$ cat src/rtl/fft_peak_scheduler.sv
// Frame sequencer for fft_sm: start handshake, done wait, bin sweep, peak report.
// No output backpressure; peak results are a 1-cycle PeakValid pulse and a stalled FFT trips a sticky watchdog.
module fft_peak_scheduler #(
  parameter int unsigned NBINS     = 128,
  parameter int unsigned FIRST_BIN = 1,
  parameter int unsigned READ_LAT  = 1,
  parameter logic [15:0] MIN_MAG   = 16'd64,
  parameter logic [19:0] TIMEOUT   = 20'd1000000
) (
  input  logic        i_clk,
  input  logic        i_reset,
  input  logic        i_enable,
  input  logic        i_fft_ready,
  input  logic        i_fft_done,
  output logic        o_fft_start,
  output logic [7:0]  o_inspect,
  input  logic [15:0] i_result,
  output logic [7:0]  o_peak_bin,
  output logic [15:0] o_peak_mag,
  output logic        o_peak_valid,
  output logic        o_no_signal,
  output logic        o_busy,
  output logic        o_error,
  output logic [15:0] o_frame_cnt
);

  localparam logic [7:0] LAST_BIN  = 8'(NBINS - 1);
  localparam logic [7:0] START_BIN = 8'(FIRST_BIN);

  typedef enum logic [2:0] {
    S_IDLE,
    S_WAIT_RDY,
    S_START,
    S_WAIT_DONE,
    S_SCAN,
    S_REPORT
  } state_t;

  state_t      r_state;
  state_t      w_next_state;

  logic [19:0] r_wdog;
  logic [7:0]  r_inspect;
  logic [7:0]  r_tag [READ_LAT];
  logic [READ_LAT-1:0] r_tag_vld;
  logic [15:0] r_max;
  logic [7:0]  r_max_bin;

  logic        r_fft_start;
  logic [7:0]  r_peak_bin;
  logic [15:0] r_peak_mag;
  logic        r_peak_valid;
  logic        r_no_signal;
  logic        r_busy;
  logic        r_error;
  logic [15:0] r_frame_cnt;

  logic        w_in_watch;
  logic        w_wdog_expire;
  logic        w_scanning;
  logic [7:0]  w_tag_bin;
  logic        w_tag_vld;
  logic        w_gt;
  logic [15:0] w_max_nxt;
  logic [7:0]  w_bin_nxt;
  logic        w_scan_done;

  assign w_in_watch    = (r_state == S_START) || (r_state == S_WAIT_DONE);
  assign w_wdog_expire = w_in_watch && (r_wdog == (TIMEOUT - 20'd1));
  assign w_scanning    = (r_state == S_SCAN);

  // The last pipeline stage pairs a bin index with the Result now on i_result.
  assign w_tag_bin   = r_tag[READ_LAT-1];
  assign w_tag_vld   = r_tag_vld[READ_LAT-1];
  assign w_gt        = w_scanning && w_tag_vld && (i_result > r_max);
  assign w_max_nxt   = w_gt ? i_result : r_max;
  assign w_bin_nxt   = w_gt ? w_tag_bin : r_max_bin;
  assign w_scan_done = w_scanning && w_tag_vld && (w_tag_bin == LAST_BIN);

  always_ff @(posedge i_clk) begin
    if (i_reset) begin
      r_state <= S_IDLE;
    end else begin
      r_state <= w_next_state;
    end
  end

  always_comb begin
    w_next_state = r_state;
    case (r_state)
      S_IDLE: begin
        if (i_enable) w_next_state = S_WAIT_RDY;
      end
      S_WAIT_RDY: begin
        if (i_fft_ready) w_next_state = S_START;
      end
      S_START: begin
        if (w_wdog_expire)     w_next_state = S_IDLE;
        else if (!i_fft_ready) w_next_state = S_WAIT_DONE;
      end
      S_WAIT_DONE: begin
        if (w_wdog_expire)   w_next_state = S_IDLE;
        else if (i_fft_done) w_next_state = S_SCAN;
      end
      S_SCAN: begin
        if (w_scan_done) w_next_state = S_REPORT;
      end
      S_REPORT: begin
        w_next_state = i_enable ? S_WAIT_RDY : S_IDLE;
      end
      default: w_next_state = S_IDLE;
    endcase
  end

  always_ff @(posedge i_clk) begin
    if (i_reset) begin
      r_wdog       <= '0;
      r_inspect    <= '0;
      r_tag_vld    <= '0;
      for (int i = 0; i < int'(READ_LAT); i++) r_tag[i] <= '0;
      r_max        <= '0;
      r_max_bin    <= '0;
      r_fft_start  <= 1'b0;
      r_peak_bin   <= '0;
      r_peak_mag   <= '0;
      r_peak_valid <= 1'b0;
      r_no_signal  <= 1'b1;
      r_busy       <= 1'b0;
      r_error      <= 1'b0;
      r_frame_cnt  <= '0;
    end else begin
      r_busy       <= (w_next_state != S_IDLE);
      r_fft_start  <= (w_next_state == S_START);
      r_peak_valid <= (w_next_state == S_REPORT);

      if ((r_state == S_WAIT_RDY) && (w_next_state == S_START)) begin
        r_wdog <= '0;
      end else if (w_in_watch) begin
        r_wdog <= r_wdog + 20'd1;
      end

      if (w_wdog_expire) r_error <= 1'b1;

      if (w_next_state == S_SCAN) begin
        if (!w_scanning)                r_inspect <= START_BIN;
        else if (r_inspect != LAST_BIN) r_inspect <= r_inspect + 8'd1;
      end else begin
        r_inspect <= '0;
      end

      // Valid bits are flushed outside SCAN so a new sweep never sees stale tags.
      r_tag[0]     <= r_inspect;
      r_tag_vld[0] <= w_scanning;
      for (int i = 1; i < int'(READ_LAT); i++) begin
        r_tag[i]     <= r_tag[i-1];
        r_tag_vld[i] <= w_scanning && r_tag_vld[i-1];
      end

      if ((r_state == S_WAIT_DONE) && (w_next_state == S_SCAN)) begin
        r_max     <= '0;
        r_max_bin <= START_BIN;
      end else if (w_scanning) begin
        r_max     <= w_max_nxt;
        r_max_bin <= w_bin_nxt;
      end

      if (w_scanning && (w_next_state == S_REPORT)) begin
        r_frame_cnt <= r_frame_cnt + 16'd1;
        if (w_max_nxt >= MIN_MAG) begin
          r_peak_bin  <= w_bin_nxt;
          r_peak_mag  <= w_max_nxt;
          r_no_signal <= 1'b0;
        end else begin
          r_no_signal <= 1'b1;
        end
      end
    end
  end

  assign o_fft_start  = r_fft_start;
  assign o_inspect    = r_inspect;
  assign o_peak_bin   = r_peak_bin;
  assign o_peak_mag   = r_peak_mag;
  assign o_peak_valid = r_peak_valid;
  assign o_no_signal  = r_no_signal;
  assign o_busy       = r_busy;
  assign o_error      = r_error;
  assign o_frame_cnt  = r_frame_cnt;

endmodule
$ cat config.mk
export PLATFORM = sky130hd
export DESIGN_NAME = fft_peak_scheduler
export DESIGN_NICKNAME = d
export VERILOG_FILES = /design/src/rtl/fft_peak_scheduler.sv
export SDC_FILE = /design/constraint.sdc
export NUM_CORES = 1
export LEC_CHECK = 0
export BUFFER_PORTS_ARGS = -buffer_cell sky130_fd_sc_hd__buf_4
export CAP_MARGIN = 20
export CORE_MARGIN = 1.5
export CORE_UTILIZATION = 61
export DETAILED_ROUTE_END_ITERATION = 7
export HOLD_SLACK_MARGIN = 0.08
export PLACE_DENSITY = 0.94
export SLEW_MARGIN = 10
export SYNTH_ARGS = -nofsm -noshare
export SYNTH_HDL_FRONTEND = slang
export SYNTH_SLANG_ARGS = --single-unit
export TNS_END_PERCENT = 20
$ cat constraint.sdc
create_clock -name i_clk -period 4.4 [get_ports i_clk]
set_clock_uncertainty 0.2 [all_clocks]
set_input_delay 0.44 -clock i_clk [delete_from_list [all_inputs] [get_ports i_clk]]
set_output_delay 0.44 -clock i_clk [all_outputs]
set_load 0.02 [all_outputs]
==> impl_metrics.tcl <==
set metrics [dict create \
    rows 32 \
    die_area_um2 8570 \
    ioPinCount 74 \
    slew_headroom 0.298 \
    hp-start "i_result[5]" \
    synth_seq_cells 109 \
    grt_usage 0.282 \
    p_per_area_nw_per_um2 298 \
    synthesis.nets 565 \
    busiest_layer "met2" \
    diodes 0 \
    routed_via_density 6.05 \
    vdd_drop_max_v 0.000171 \
    die_x_um 92.6 \
    postCtsHoldBufs 0 \
    yosys.area_share.simple 0.208 \
    setup_violations 0 \
    drtIter0Drc 270 \
    gp_congestion 0.906 \
    final_antenna_net_count 0 \
    grt_pass1_wl_mm 19.4 \
    drc 0 \
    grt_max_degree 35 \
    drive_above_1_share 0.175 \
    cts.clk_slew.worst_paths_ns 0.10 \
    critPathLaunchType "register" \
    netlist_area_um2 4890 \
    syn_inst 525 \
    ys.warnings.count 0 \
    preCtsSetupSlack_ns 1.04 \
    synthMuxAreaShare 0.0491 \
    core_area_um2 7730 \
    ys_types 50 \
    synth-compound-area-share 0.150 \
    dp.cells 680 \
    final_cells 696 \
    end_kind "register" \
    postSynthAreaPerCell_um2 9.32 \
    required_ns 4.48 \
    hold_class "input port to register" \
    slew_violations 0 \
    min_path_cells 3 \
    htree_num_levels 3 \
    dp_hpwl_mm 7.95 \
    clk-insertion-delay-late_ns 0.38 \
    die_y_um 92.6 \
    cts_buffers 9 \
    wl_mm 11.4 \
    post_cts_buffers 0 \
    arrival_ns 3.40 \
    synth_edf_count 0 \
    grt_use_met1 0.335 \
    criticalPathCategory "register to register" \
    vias 4209 \
    tns_ns 0 \
    antenna_found_initial 0 \
    synth_xor_area_frac 0.0573 \
    r2r_cells 8 \
    port-buffer-count 73 \
    whs_endpoint "r_max[5]$_SDFFE_PP0P_" \
    wl_per_cell_um 16.4 \
    ys.flop_type "dfxtp_1" \
    cts_sinks 109 \
    max-cap-violations 0 \
    syn_to_final_growth_pct 15.6 \
    grt_pass1_vias 4228 \
    critical-path-max-stage-delay_ns 0.67 \
    fin_nets 629 \
    tightest_slew_ns 1.05 \
    status "finished, final reports clean" \
    holdWs_ns 0.112 \
    fin_crit_sh 0.755 \
    ys_seq_area_frac 0.446 \
    cp_cell_sequence "inv_1, ha_1, nand4_1, nor4_1, or2_2, a311o_1, o21ai_4, o221a_2" \
    final_util 0.732 \
    cts_root_buf "clkbuf_8" \
    setup_ws_ns 1.08 \
    finalCriticalPeriod_ns 3.32 \
    r2r-start "r_max[15]$_SDFFE_PP0P_" \
    cp_slowest_cell "a311o_1" \
    use_met3 0.0484 \
    p_leak_nw 2.12 \
    use_met2 0.481 \
    rsz0062_at_grt "false" \
    cts_resized 0 \
    synth_top_family_by_area "simple AND/OR/NAND/NOR gates" \
    reg2reg_to "o_peak_mag[15]$_SDFFE_PP0P_" \
    synthArstFlopShare 0 \
    final_hold_viol_count 0 \
    cts_tree "done" \
    grt_overflow 0 \
    synthAdderAreaFrac 0.0486 \
    r2r_slack_ns 1.08 \
    max_freq_mhz 301 \
    start_util 0.633 \
    critPathMaxFanout 24 \
    clock_path_buffers 2 \
    first_pass_iters 5 \
]
==> worst max path at each step <==
stage | startpoint | endpoint | slack [ns]
floorplan | i_result[15] | o_peak_mag[10]$_SDFFE_PP0P_ | 1.85
global placement | i_result[15] | o_peak_mag[15]$_SDFFE_PP0P_ | 1.18
detailed placement | i_result[15] | o_peak_mag[15]$_SDFFE_PP0P_ | 1.04
CTS | r_max[15]$_SDFFE_PP0P_ | o_peak_mag[15]$_SDFFE_PP0P_ | 1.15
global route | r_max[15]$_SDFFE_PP0P_ | o_peak_bin[3]$_SDFFE_PP0P_ | 0.86
finish | r_max[15]$_SDFFE_PP0P_ | o_peak_mag[15]$_SDFFE_PP0P_ | 1.08
==> final cells by class <==
| class | count | area (um2) |
|---|---|---|
| clock buffers | 12 | 165 |
| clock inverters | 4 | 30.0 |
| fillers | 547 | 2070 |
| inverters | 21 | 78.8 |
| multi-input cells | 373 | 2510 |
| flip-flops and latches | 109 | 2180 |
| well taps | 102 | 128 |
| repair buffers | 75 | 563 |
==> routing by layer <==
layer,part of all wire,vias to the layer above
met5,0,-
met4,0.030,0
met3,0.062,29
met2,0.50,188
met1,0.41,1988
li1,-,2004
==> power breakdown <==
group | leakage (nW) | total, W | switching (W) | internal, W
logic | 1.14 | 0.0000928 | 0.0000560 | 0.0000368
clock network | 0.0990 | 0.000597 | 0.000342 | 0.000255
registers | 0.878 | 0.000995 | 0.00000489 | 0.000990
total | 2.12 | 0.00169 | 0.000403 | 0.00128
==> metrics by stage <==
stage / power, W / cell area [um2]
2_1_floorplan: 0.00107 / 4890
3_3_place_gp: 0.00110 / 5460
3_5_place_dp: 0.00111 / 5460
4_1_cts: 0.00169 / 5660
5_1_grt: 0.00174 / 5660
6_report: 0.00169 / 5660
==> cells in the final DEF (no fill, tap or decap), types with 3 or more instances in the layout <==
| cell | n |
|---|---|
| a21oi_1 | 37 |
| a41oi_1 | 3 |
| and2_1 | 5 |
| and3_1 | 8 |
| buf_4 | 75 |
| clkbuf_8 | 12 |
| dfxtp_1 | 109 |
| ha_1 | 19 |
| inv_1 | 21 |
| mux2i_1 | 24 |
| nand2_1 | 32 |
| nand2b_1 | 6 |
| nand3_1 | 13 |
| nand3b_1 | 3 |
| nand4_1 | 14 |
| nor2_1 | 66 |
| nor2b_1 | 10 |
| nor3_1 | 7 |
| nor4_1 | 5 |
| nor4b_1 | 3 |
| o21ai_0 | 29 |
| o221a_1 | 18 |
| o221a_2 | 4 |
| or3_1 | 7 |
| or4_1 | 3 |
| xnor2_1 | 14 |
| xor2_1 | 18 |
==> cell families (layout without fill, tap and decap cells) <==
kind of cell             after synthesis  after routing
AND/OR/NAND/NOR                      194            194
multiplexers                          24             24
adder cells (fa/ha/maj)               19             19
XOR/XNOR                              32             32
buffers and inverters                 43            112
AO/OA/AOI/OAI                        104            104
flip-flops                           109            109
==> flip-flops by register name, indices dropped and copies added (netlist names) <==
register,flops
o_busy,1
o_error,1
o_fft_start,1
o_frame_cnt,16
o_inspect,8
o_no_signal,1
o_peak_bin,8
o_peak_mag,16
o_peak_valid,1
r_max,16
r_max_bin,8
r_state,3
r_tag,8
r_tag_vld,1
r_wdog,20
==> Yosys cell counts, types with 7 or more instances <==
cell	n	area, um2
o21ai_0	29	145
nand3_1	13	65.1
xnor2_1	14	123
ha_1	19	238
o221a_1	18	203
nand2_1	32	120
nor2b_1	10	62.6
nor2_1	66	248
clkbuf_1	10	37.5
and3_1	8	50.1
inv_1	21	78.8
a21oi_1	37	185
nor3_1	7	35.0
nand4_1	14	87.6
mux2i_1	24	240
xor2_1	18	158
dfxtp_1	109	2180
or3_1	7	43.8
==> worst max-delay path, delay by kind of cell, from the launching register on <==
| family | cells | cell delay [ns] |
|---|---|---|
| buffers and inverters | 1 | 0.09 |
| DFF | 1 | 0.36 |
| AOI/OAI and AO/OA | 3 | 1.40 |
| adders and majority gates | 1 | 0.33 |
| and+or+nand+nor | 3 | 0.84 |
(Power assumes the default switching activity.)
